### src/rtl/stat_bcd.sv
// Status formatter: binary pass/fail/freq -> packed BCD, mm:ss BCD timer, underline marks.
// Optional STOP_ON_FAIL_EN freezes the timer and heartbeat while fail_cnt != 0.
module stat_bcd #(
    parameter int CLK_HZ = 14000000
) (
    input  logic        clk,
    input  logic        reset,
    input  logic        run,
    input  logic        clear,
    input  logic [31:0] pass_cnt,
    input  logic [31:0] fail_cnt,
    input  logic [15:0] freq_bin,
    output logic [31:0] rez1,
    output logic [31:0] rez2,
    output logic [15:0] elapsed,
    output logic [15:0] freq,
    output logic [7:0]  mark
);

    typedef enum logic [1:0] {LOAD, SHIFT, WRITE} state_t;

    localparam logic [31:0] PRESC_TC   = 32'(CLK_HZ - 1);
    localparam logic [31:0] PRESC_HALF = 32'(CLK_HZ / 2);

    state_t      state, state_nxt;
    logic [1:0]  slot;
    logic [31:0] bin;
    logic [39:0] bcd;
    logic [4:0]  iter;
    logic        sat;

    logic [31:0] src;
    logic        src_sat;
    logic [39:0] bcd_adj;
    logic [71:0] dd_nxt;

    always_comb begin
        src     = 32'd0;
        src_sat = 1'b0;
        case (slot)
            2'd0:    src = pass_cnt;
            2'd1:    src = fail_cnt;
            default: src = {16'd0, freq_bin};
        endcase
        if (slot == 2'd2) src_sat = (src > 32'd9999);
        else              src_sat = (src > 32'd99999999);
    end

    // Double-dabble step: add 3 to every nibble >= 5, then shift {bcd,bin} left.
    always_comb begin
        bcd_adj = bcd;
        for (int i = 0; i < 10; i++) begin
            if (bcd[4*i +: 4] >= 4'd5) bcd_adj[4*i +: 4] = bcd[4*i +: 4] + 4'd3;
        end
        dd_nxt = {bcd_adj, bin} << 1;
    end

    always_comb begin
        state_nxt = state;
        case (state)
            LOAD:    state_nxt = SHIFT;
            SHIFT:   if (iter == 5'd31) state_nxt = WRITE;
            WRITE:   state_nxt = LOAD;
            default: state_nxt = LOAD;
        endcase
    end

    always_ff @(posedge clk) begin
        if (reset) begin
            state <= LOAD;
            slot  <= 2'd0;
            bin   <= 32'd0;
            bcd   <= 40'd0;
            iter  <= 5'd0;
            sat   <= 1'b0;
            rez1  <= 32'd0;
            rez2  <= 32'd0;
            freq  <= 16'd0;
        end else begin
            state <= state_nxt;
            case (state)
                LOAD: begin
                    bin  <= src;
                    bcd  <= 40'd0;
                    iter <= 5'd0;
                    sat  <= src_sat;
                end
                SHIFT: begin
                    bcd  <= dd_nxt[71:32];
                    bin  <= dd_nxt[31:0];
                    iter <= iter + 5'd1;
                end
                WRITE: begin
                    case (slot)
                        2'd0:    rez1 <= sat ? 32'h99999999 : bcd[31:0];
                        2'd1:    rez2 <= sat ? 32'h99999999 : bcd[31:0];
                        default: freq <= sat ? 16'h9999 : bcd[15:0];
                    endcase
                    slot <= (slot == 2'd2) ? 2'd0 : slot + 2'd1;
                end
                default: ;
            endcase
        end
    end

    logic [31:0] presc;
    logic        fail_ok;
    logic        wrap;
    logic        tick;
    logic [15:0] elapsed_inc;

`ifdef STOP_ON_FAIL_EN
    assign fail_ok = (fail_cnt == 32'd0);
`else
    assign fail_ok = 1'b1;
`endif

    assign wrap = run && (presc == PRESC_TC);
    assign tick = wrap && fail_ok;

    // BCD mm:ss increment; 99:59 is sticky.
    always_comb begin
        elapsed_inc = elapsed;
        if (elapsed != 16'h9959) begin
            if (elapsed[3:0] != 4'd9) begin
                elapsed_inc[3:0] = elapsed[3:0] + 4'd1;
            end else begin
                elapsed_inc[3:0] = 4'd0;
                if (elapsed[7:4] != 4'd5) begin
                    elapsed_inc[7:4] = elapsed[7:4] + 4'd1;
                end else begin
                    elapsed_inc[7:4] = 4'd0;
                    if (elapsed[11:8] != 4'd9) begin
                        elapsed_inc[11:8] = elapsed[11:8] + 4'd1;
                    end else begin
                        elapsed_inc[11:8]  = 4'd0;
                        elapsed_inc[15:12] = elapsed[15:12] + 4'd1;
                    end
                end
            end
        end
    end

    always_ff @(posedge clk) begin
        if (reset) begin
            presc   <= 32'd0;
            elapsed <= 16'd0;
            mark    <= 8'd0;
        end else begin
            if (clear)    presc <= 32'd0;
            else if (run) presc <= wrap ? 32'd0 : presc + 32'd1;

            if (clear)     elapsed <= 16'd0;
            else if (tick) elapsed <= elapsed_inc;

            mark <= {{4{run && (presc < PRESC_HALF) && fail_ok}}, {4{run}}};
        end
    end

endmodule
### config.mk
export PLATFORM = sky130hd
export DESIGN_NAME = stat_bcd
export DESIGN_NICKNAME = d
export VERILOG_FILES = /design/src/rtl/stat_bcd.sv
export SDC_FILE = /design/constraint.sdc
export NUM_CORES = 1
export LEC_CHECK = 0
export CAP_MARGIN = 20
export CORE_AREA = 8 8 186 188
export CTS_CLUSTER_SIZE = 16
export DETAILED_ROUTE_END_ITERATION = 10
export DIE_AREA = 0 0 194 196
export PLACE_DENSITY = 0.64
export SLEW_MARGIN = 20
export SYNTH_ARGS = -nofsm -noshare
export SYNTH_HDL_FRONTEND = slang
export SYNTH_SLANG_ARGS = --single-unit
export TNS_END_PERCENT = 30
### constraint.sdc
create_clock -name clk -period 2.25 [get_ports clk]
set_clock_uncertainty 0.05 [all_clocks]
set_input_delay 0.45 -clock clk [delete_from_list [all_inputs] [get_ports clk]]
set_output_delay 0.45 -clock clk [all_outputs]
set_load 0.02 [all_outputs]
* Word level (Yosys, flattened, before mapping)
Cells that the tools add are included.
Operators by class: add/subtract/negate cells 17, order comparisons 13, bitwise gates (word level) 4, reductions and logical operators 14, multiplexer cells 24, equal/unequal tests 11
Operators by type and width (count):
- one-hot mux 32 bit (2 select lines) | 2
- one-hot mux 40 bit (2 select lines) | 1
- two-way mux 32 bit | 2
- two-way mux 4 bit | 12
- greater-or-equal comparator 4 x 3 -> 1 bit (second input constant) | 10
- adder 4 x 2 -> 4 bit (second input constant) | 9
- adder 32 x 1 -> 32 bit (second input constant) | 1
- equality test 32 x 24 -> 1 bit (second input constant) | 1
- greater-than comparator 32 x 14 -> 1 bit (second input constant) | 1
- greater-than comparator 32 x 27 -> 1 bit (second input constant) | 1
- less-than comparator 32 x 23 -> 1 bit (second input constant) | 1
- adder 4 x 1 -> 4 bit (second input constant) | 4
- two-way mux 16 bit | 1
- != test 16 bit (second input constant) | 1
- one-hot mux 5 bit (2 select lines) | 1
- != test 4 bit (second input constant) | 2
- AND reduction 2 bit | 4
- adder 5 x 1 -> 5 bit (second input constant) | 1
- equality test 5 bit (second input constant) | 1
- AND reduction 5 bit | 1
- equality test 2 x 1 -> 1 bit (second input constant) | 2
- equality test 2 bit (second input constant) | 2
- zero test 2 bit | 2
- two-way mux 2 bit | 2
- 13 further kinds | 18
Word-level totals: word-level logic and storage cells 98, register bits 215

* Longest topological paths before layout
Gate-level depths: netlist of run 1.
depth after elaboration 4, mapped depth 9

* Least setup slack after synthesis of run 1
No wires, ideal clock.
path kind input-to-reg, start input port run, end register elapsed[15], arrival time 2088 ps, cell stages on the path 7, path buffers 1, required time 2141 ps, path slack 53 ps, setup time 59 ps, cell sequence buf_4 > nand4_2 > or2_2 > nor4_4 > nand3_2 > or4_1 > nand2_1
Between the ends: longest elaborated chain between the ends 2
Ends and longest elaborated chain:
- start, declared | line 8 | input logic run,
- logical AND 1 bit | line 118 | assign wrap = run && (presc == PRESC_TC);
- AND reduction 5 bit (no line)
- end signal, assigned | line 154 | else if (tick) elapsed <= elapsed_inc;
- end, declared | line 15 | output logic [15:0] elapsed,
Every way passes these cells. A chain may end at the register's enable or synchronous reset.

* Final worst setup path of run 1
start register presc[22], end register elapsed[3]
Between the ends: longest elaborated chain between the ends 3
Ends and longest elaborated chain:
- start, declared | line 106 | logic [31:0] presc;
- start signal, assigned | line 151 | else if (run) presc <= wrap ? 32'd0 : presc + 32'd1;
- equality test 32 x 24 -> 1 bit | line 118
- logical AND 1 bit | line 118
- AND reduction 2 bit (no line)
Every way passes these cells.

==> impl_metrics.tcl, run 1 <==
set metrics [dict create \
    status "finished clean" \
    finalSetupViolCount 0 \
    min_delay_path_depth 2 \
    holdWs_ns 0.288 \
    cts_tree "yes" \
    powerDensity_nw_per_um2 602 \
    syn_nets 1227 \
    core_area_um2 31900 \
    startpoint_type "flip-flop" \
    grt_max_degree 81 \
    grt_util_all_layers 0.134 \
    area_growth_pct 35.7 \
    vias 8413 \
    synth_edf_count 0 \
    die_w_um 194 \
    rsz0062_at_grt "false" \
    synth_common_cells "204 x dfxtp_1, 188 x nor2_1, 133 x nand2_1" \
    yosysMostFrequentCell "dfxtp_1" \
    htree_levels 1 \
    via_per_inst 4.83 \
    synth_top_area_frac 0.436 \
    synthCells 1122 \
    crit_arrival_ns 2.46 \
    clkLatencyLatePin_ns 0.50 \
    fin_crit_ns 2.13 \
    cts.sinks 204 \
    crit_type "flip-flop to flip-flop" \
    synth_seq_area_share 0.436 \
    cts-root-buf "clkbuf_16" \
    fin_nets 1428 \
    relSlewSlack 0.542 \
    initial_core_util 0.294 \
    critPathCaptureType "flip-flop" \
    seq_power_share 0.480 \
    synth_warnings 0 \
    drc 0 \
    synth_compound_area_frac 0.155 \
    grt_pass1_wl_um 42900 \
    r2r-start "presc[22]" \
    clk_path_buf_depth 3 \
    routedWlPerCell_um 15.1 \
    synth_largest_area_cell "dfxtp_1" \
    num_rows 66 \
    pwr-share-clk 0.458 \
    place_ws_ns -0.371 \
    ant_nets 0 \
    required_ns 2.58 \
    peakVddDrop_v 0.000414 \
    drt_iter0_markers 398 \
    synth_simple_gate_area_frac 0.222 \
    synth_area_um2 9380 \
    ios 188 \
    clkTransAtPathRegs_ns 0.06 \
    whs_endpoint "bin[21]" \
    p_comb_frac 0.062 \
    portBuffers 187 \
    numCtsBuffers 23 \
    die_area_um2 38000 \
    worst_pin_slew_ns 0.687 \
    antenna_found_initial 0 \
    finalCritPeriodShare 0.945 \
    grt_pass1_vias 8275 \
    power.switching_mw 1.66 \
    synth_ff_type "dfxtp_1" \
    die_height_um 196 \
    leakagePower_nw 4.49 \
    synth.area.mux_share 0.0663 \
    reg2reg_depth 7 \
    synth_top_family_by_area "simple AND/OR/NAND/NOR gates" \
    first_pass_iters 4 \
    async_flop_share 0 \
    post-route-util 0.399 \
    max_cap_violations 0 \
    cts_hold_buf 0 \
    num_antenna_cells 0 \
    setup_ws_ns 0.125 \
    totalWireLength_um 26300 \
    gp_congestion 0.816 \
    synth.area.top_cells "dfxtp_1 44%, nor2_1 7.5%, nand2_1 5.3%" \
    fmax_ghz 0.471 \
    synth-xor-area-share 0.0495 \
    regToRegSetupSlack_ns 0.12 \
    ys_seq_elements 204 \
    dp_hpwl_um 19400 \
    p_int_mw 6.00 \
    hold_violations 0 \
    crit_fanout 6 \
    drive_gt1_frac 0.106 \
    min-delay-path-class "input pin to flip-flop" \
    overflow 0 \
    hp-start "reset" \
    reg2reg_to "elapsed[3]" \
    synth.avg_cell_area_um2 8.36 \
    synth.distinct_cells 61 \
    slew_violations 0 \
    synthAdderAreaFrac 0.0280 \
    switching_share 0.217 \
]
worst max path at each step:
| stage | slack [ns] | end | startpoint |
|---|---|---|---|
| after detailed placement | -0.37 | elapsed[3] | run |
| after global routing | 0.01 | elapsed[3] | presc[27] |
| after floorplan | 0.05 | elapsed[15] | run |
| final | 0.12 | elapsed[3] | presc[22] |
| after CTS | 0.06 | elapsed[3] | presc[0] |
| after global placement | -0.38 | elapsed[15] | run |
state kept, by name, summed over array words and instances (netlist names):
signal,flops
rez2,32
freq,16
iter,5
elapsed,16
presc,32
mark,2
slot,2
bcd,32
sat,1
bin,32
state,2
rez1,32
layer usage:
metal | part of all wire | global-route usage | wire, µm | up-vias
li1 | - | - | - | 4281
met1 | 0.44 | 0.165 | 11500 | 3954
met2 | 0.50 | 0.237 | 13000 | 146
met3 | 0.046 | 0.0240 | 1200 | 32
met4 | 0.020 | 0.0359 | 538 | 0
met5 | 0 | 0 | 0 | -
cell families (layout without fill, tap and decap cells):
| family | Yosys count | after routing |
|---|---|---|
| simple gates | 448 | 448 |
| fa+ha+maj | 21 | 21 |
| compound gates | 235 | 235 |
| mux | 60 | 60 |
| buf+inv | 101 | 313 |
| xor+xnor | 53 | 53 |
| flops | 204 | 204 |
area by class of cell:
cell class,instances,area (µm²)
Fill cell,3202,19200
Sequential cell,204,4090
Multi-Input combinational cell,817,4900
Clock buffer,32,649
Inverter,22,82.6
Clock inverter,4,45.0
Tap cell,408,510
Timing Repair Buffer,255,2450
power by group through the flow:
stage / sequential, mW / combinational, mW / clock, mW
floorplan: 3.75 / 0.240 / 0
global placement: 3.75 / 0.474 / 0
detailed placement: 3.76 / 0.479 / 0
CTS: 3.68 / 0.481 / 3.61
global route: 3.68 / 0.526 / 3.76
finish: 3.68 / 0.474 / 3.50
layout by cell type (no fill, tap or decap), types with 7 or more instances in the layout:
cell type	instances
nand2b_1	17
dfxtp_1	201
mux2_2	17
buf_4	63
inv_1	21
and3_1	7
nor2_1	187
nand4_1	15
xnor2_1	21
nor3_1	15
clkdlybuf4s50_1	186
clkbuf_16	23
o22ai_1	10
nand2_1	133
o21ai_0	40
o31ai_1	8
xor2_1	32
ha_1	20
nand4b_1	8
nand3_1	17
a32o_1	9
o32ai_1	7
nor2b_1	12
a21oi_1	97
a211oi_1	41
mux2i_1	43
stage by stage:
step	total power [mW]	std cells	setup TNS (ns)	cell area, µm²
floorplan	3.99	1122	0	9380
global placement	4.23	1704	-13.20	12000
detailed placement	4.24	1704	-13.42	12000
CTS	7.77	1740	0	12700
global route	7.97	1742	0	12700
finish	7.65	1742	0	12700
timing repair:
| item | in CTS | in global routing |
|---|---|---|
| hold endpoints to repair | 0 | 0 |
| setup buffers | 0 | 2 |
| gates resized for setup | 0 | 4 |
| endpoints found under the setup margin | 0 | 6 |
critical path: stages (launching register included):
cell,delay [ns]
dfxtp_1,0.39
nand4b_1,0.13
or4b_4,0.55
nor4_4,0.16
buf_6,0.17
buf_12,0.10
nand3_1,0.10
a311o_1,0.36
Note: power is estimated with default switching activity, not from simulation.
==> inputs of run 2 (changes only) <==
--- a/config.mk
+++ b/config.mk
@@ -5,9 +5,10 @@
 export SDC_FILE = /design/constraint.sdc
 export NUM_CORES = 1
 export LEC_CHECK = 0
+export ABC_CLOCK_PERIOD_IN_PS = 2250
 export CAP_MARGIN = 20
 export CORE_AREA = 8 8 186 188
-export CTS_CLUSTER_SIZE = 16
+export CTS_CLUSTER_SIZE = 30
 export DETAILED_ROUTE_END_ITERATION = 10
 export DIE_AREA = 0 0 194 196
 export PLACE_DENSITY = 0.64
==> impl_metrics.tcl, run 2 (same netlist as run 1, synthesis figures left out) <==
set metrics [dict create \
    status "finished clean" \
    portBuffers 187 \
    overflow 0 \
    post-route-util 0.399 \
    vias 8417 \
    htree_levels 1 \
    dp_hpwl_um 19400 \
    cpPeakStageDelay_ns 0.55 \
    routedWlPerCell_um 15.1 \
    core_area_um2 31900 \
    fin_nets 1428 \
    fin_crit_ns 2.12 \
    leakagePower_nw 4.49 \
    peakVddDrop_v 0.000413 \
    grt_util_met3 0.0240 \
    required_ns 2.58 \
    rsz0062_at_grt "false" \
    grt_pass1_wl_um 42900 \
    crit_fanout 6 \
    finalCritPeriodShare 0.944 \
    r2r-start "presc[22]" \
    numCtsBuffers 23 \
    startpoint_type "flip-flop" \
    max_cap_violations 0 \
    num_antenna_cells 0 \
    grt_max_degree 81 \
    hp-start "reset" \
    hold_violations 0 \
    setup_tns_ns 0 \
    area_growth_pct 35.7 \
    fmax_ghz 0.471 \
    grtUsageMet2 0.237 \
    drt_iter0_markers 417 \
    relSlewSlack 0.553 \
    min-delay-path-class "input pin to flip-flop" \
    slew_violations 0 \
    die_w_um 194 \
    totalWireLength_um 26300 \
    ant_nets 0 \
    grt_util_all_layers 0.134 \
    num_rows 66 \
    cp-startpoint "presc[22]" \
    cts-root-buf "clkbuf_16" \
    gp_congestion 0.816 \
    drc 0 \
    clk_path_buf_depth 3 \
    first_pass_iters 4 \
    die_height_um 196 \
    drive_gt1_frac 0.106 \
    cpMaxStageDelayCell "or4b_4" \
    cts.sinks 204 \
    crit_path_cell_trace "nand4b_1 -> or4b_4 -> nor4_4 -> buf_6 -> buf_12 -> nand3_1 -> a311o_1" \
    grt_pass1_vias 8278 \
    clkTransAtPathRegs_ns 0.06 \
    met1_usage 0.165 \
    initial_core_util 0.294 \
    crit_arrival_ns 2.45 \
    worst_pin_slew_ns 0.670 \
    final_cell_mix "201 x dfxtp_1, 187 x nor2_1, 186 x clkdlybuf4s50_1" \
    fillers 3202 \
    clkLatencyLatePin_ns 0.50 \
    antenna_found_initial 0 \
    ios 188 \
    die_area_um2 38000 \
    grt_most_used_layer "met2" \
    powerDensity_nw_per_um2 601 \
    crit_type "flip-flop to flip-flop" \
    critPathCaptureType "flip-flop" \
    cts_tree "yes" \
    finalSetupViolCount 0 \
    via_per_inst 4.83 \
    final_common_cell "dfxtp_1" \
]
run 2: cell counts in the layout (fill, tap and decap cells not counted):
No cell type changed its count.
run 2: timing repair:
action	in CTS	in global routing
buffers inserted	0	2
hold buffers	0	0
setup endpoints to repair	0	6
gates resized for setup	0	4
run 2: layout make-up:
class / instances / area [µm²] / share of cell area
clock buffers: 32 / 649 / 0.0510
multi-input cells: 817 / 4900 / 0.385
repair buffers: 255 / 2450 / 0.192
clock inverters: 4 / 45.0 / 0.00354
inverters: 22 / 82.6 / 0.00649
flip-flops and latches: 204 / 4090 / 0.321
well taps: 408 / 510 / 0.0401
run 2: worst paths after layout:
| kind | to | depth (start not counted) | slack (ns) |
|---|---|---|---|
| worst min register to register | rez2[26] | 2 | 0.40 |
| worst max-delay path | elapsed[3] | 7 | 0.13 |
| worst max register to register | elapsed[3] | 7 | 0.13 |
| worst min-delay path | bin[21] | 2 | 0.29 |
run 2: metrics by stage:
stage | total power, mW | worst slack (ns) | cell area [µm²] | cells | hold WS, ns
after detailed placement | 4.24 | -0.371 | 12000 | 1704 | 0.398
after global placement | 4.23 | -0.385 | 12000 | 1704 | 0.393
after floorplan | 3.99 | 0.0526 | 9380 | 1122 | 0.375
after global routing | 7.97 | 0.0130 | 12700 | 1742 | 0.304
after CTS | 7.77 | 0.0573 | 12700 | 1740 | 0.271
final | 7.65 | 0.126 | 12700 | 1742 | 0.289
run 2: per-layer routing:
layer	routed length, µm	vias up
met5	0	-
met1	11500	3952
met4	538	0
li1	-	4284
met2	13000	149
met3	1230	32
run 2: critical path, delay by kind of cell, from the launching register on:
| family | cells | cell delay (ns) |
|---|---|---|
| and+or+nand+nor | 4 | 0.94 |
| DFF | 1 | 0.39 |
| AOI/OAI and AO/OA | 1 | 0.36 |
| buffers and inverters | 2 | 0.27 |
run 2: power by group:
group          internal (mW)  total, mW  switching, mW
clock                   2.10       3.50           1.40
combinational          0.244      0.474          0.230
sequential              3.65       3.68         0.0243
total                   6.00       7.65           1.66
==> inputs of run 3 (changes only) <==
--- a/config.mk
+++ b/config.mk
@@ -11,6 +11,7 @@
 export CTS_CLUSTER_SIZE = 30
 export DETAILED_ROUTE_END_ITERATION = 10
 export DIE_AREA = 0 0 194 196
+export GPL_ROUTABILITY_DRIVEN = 0
 export PLACE_DENSITY = 0.64
 export SLEW_MARGIN = 20
 export SYNTH_ARGS = -nofsm -noshare
==> results of run 3 <==
Final layout, timing and power as in run 2 (identical DEF).
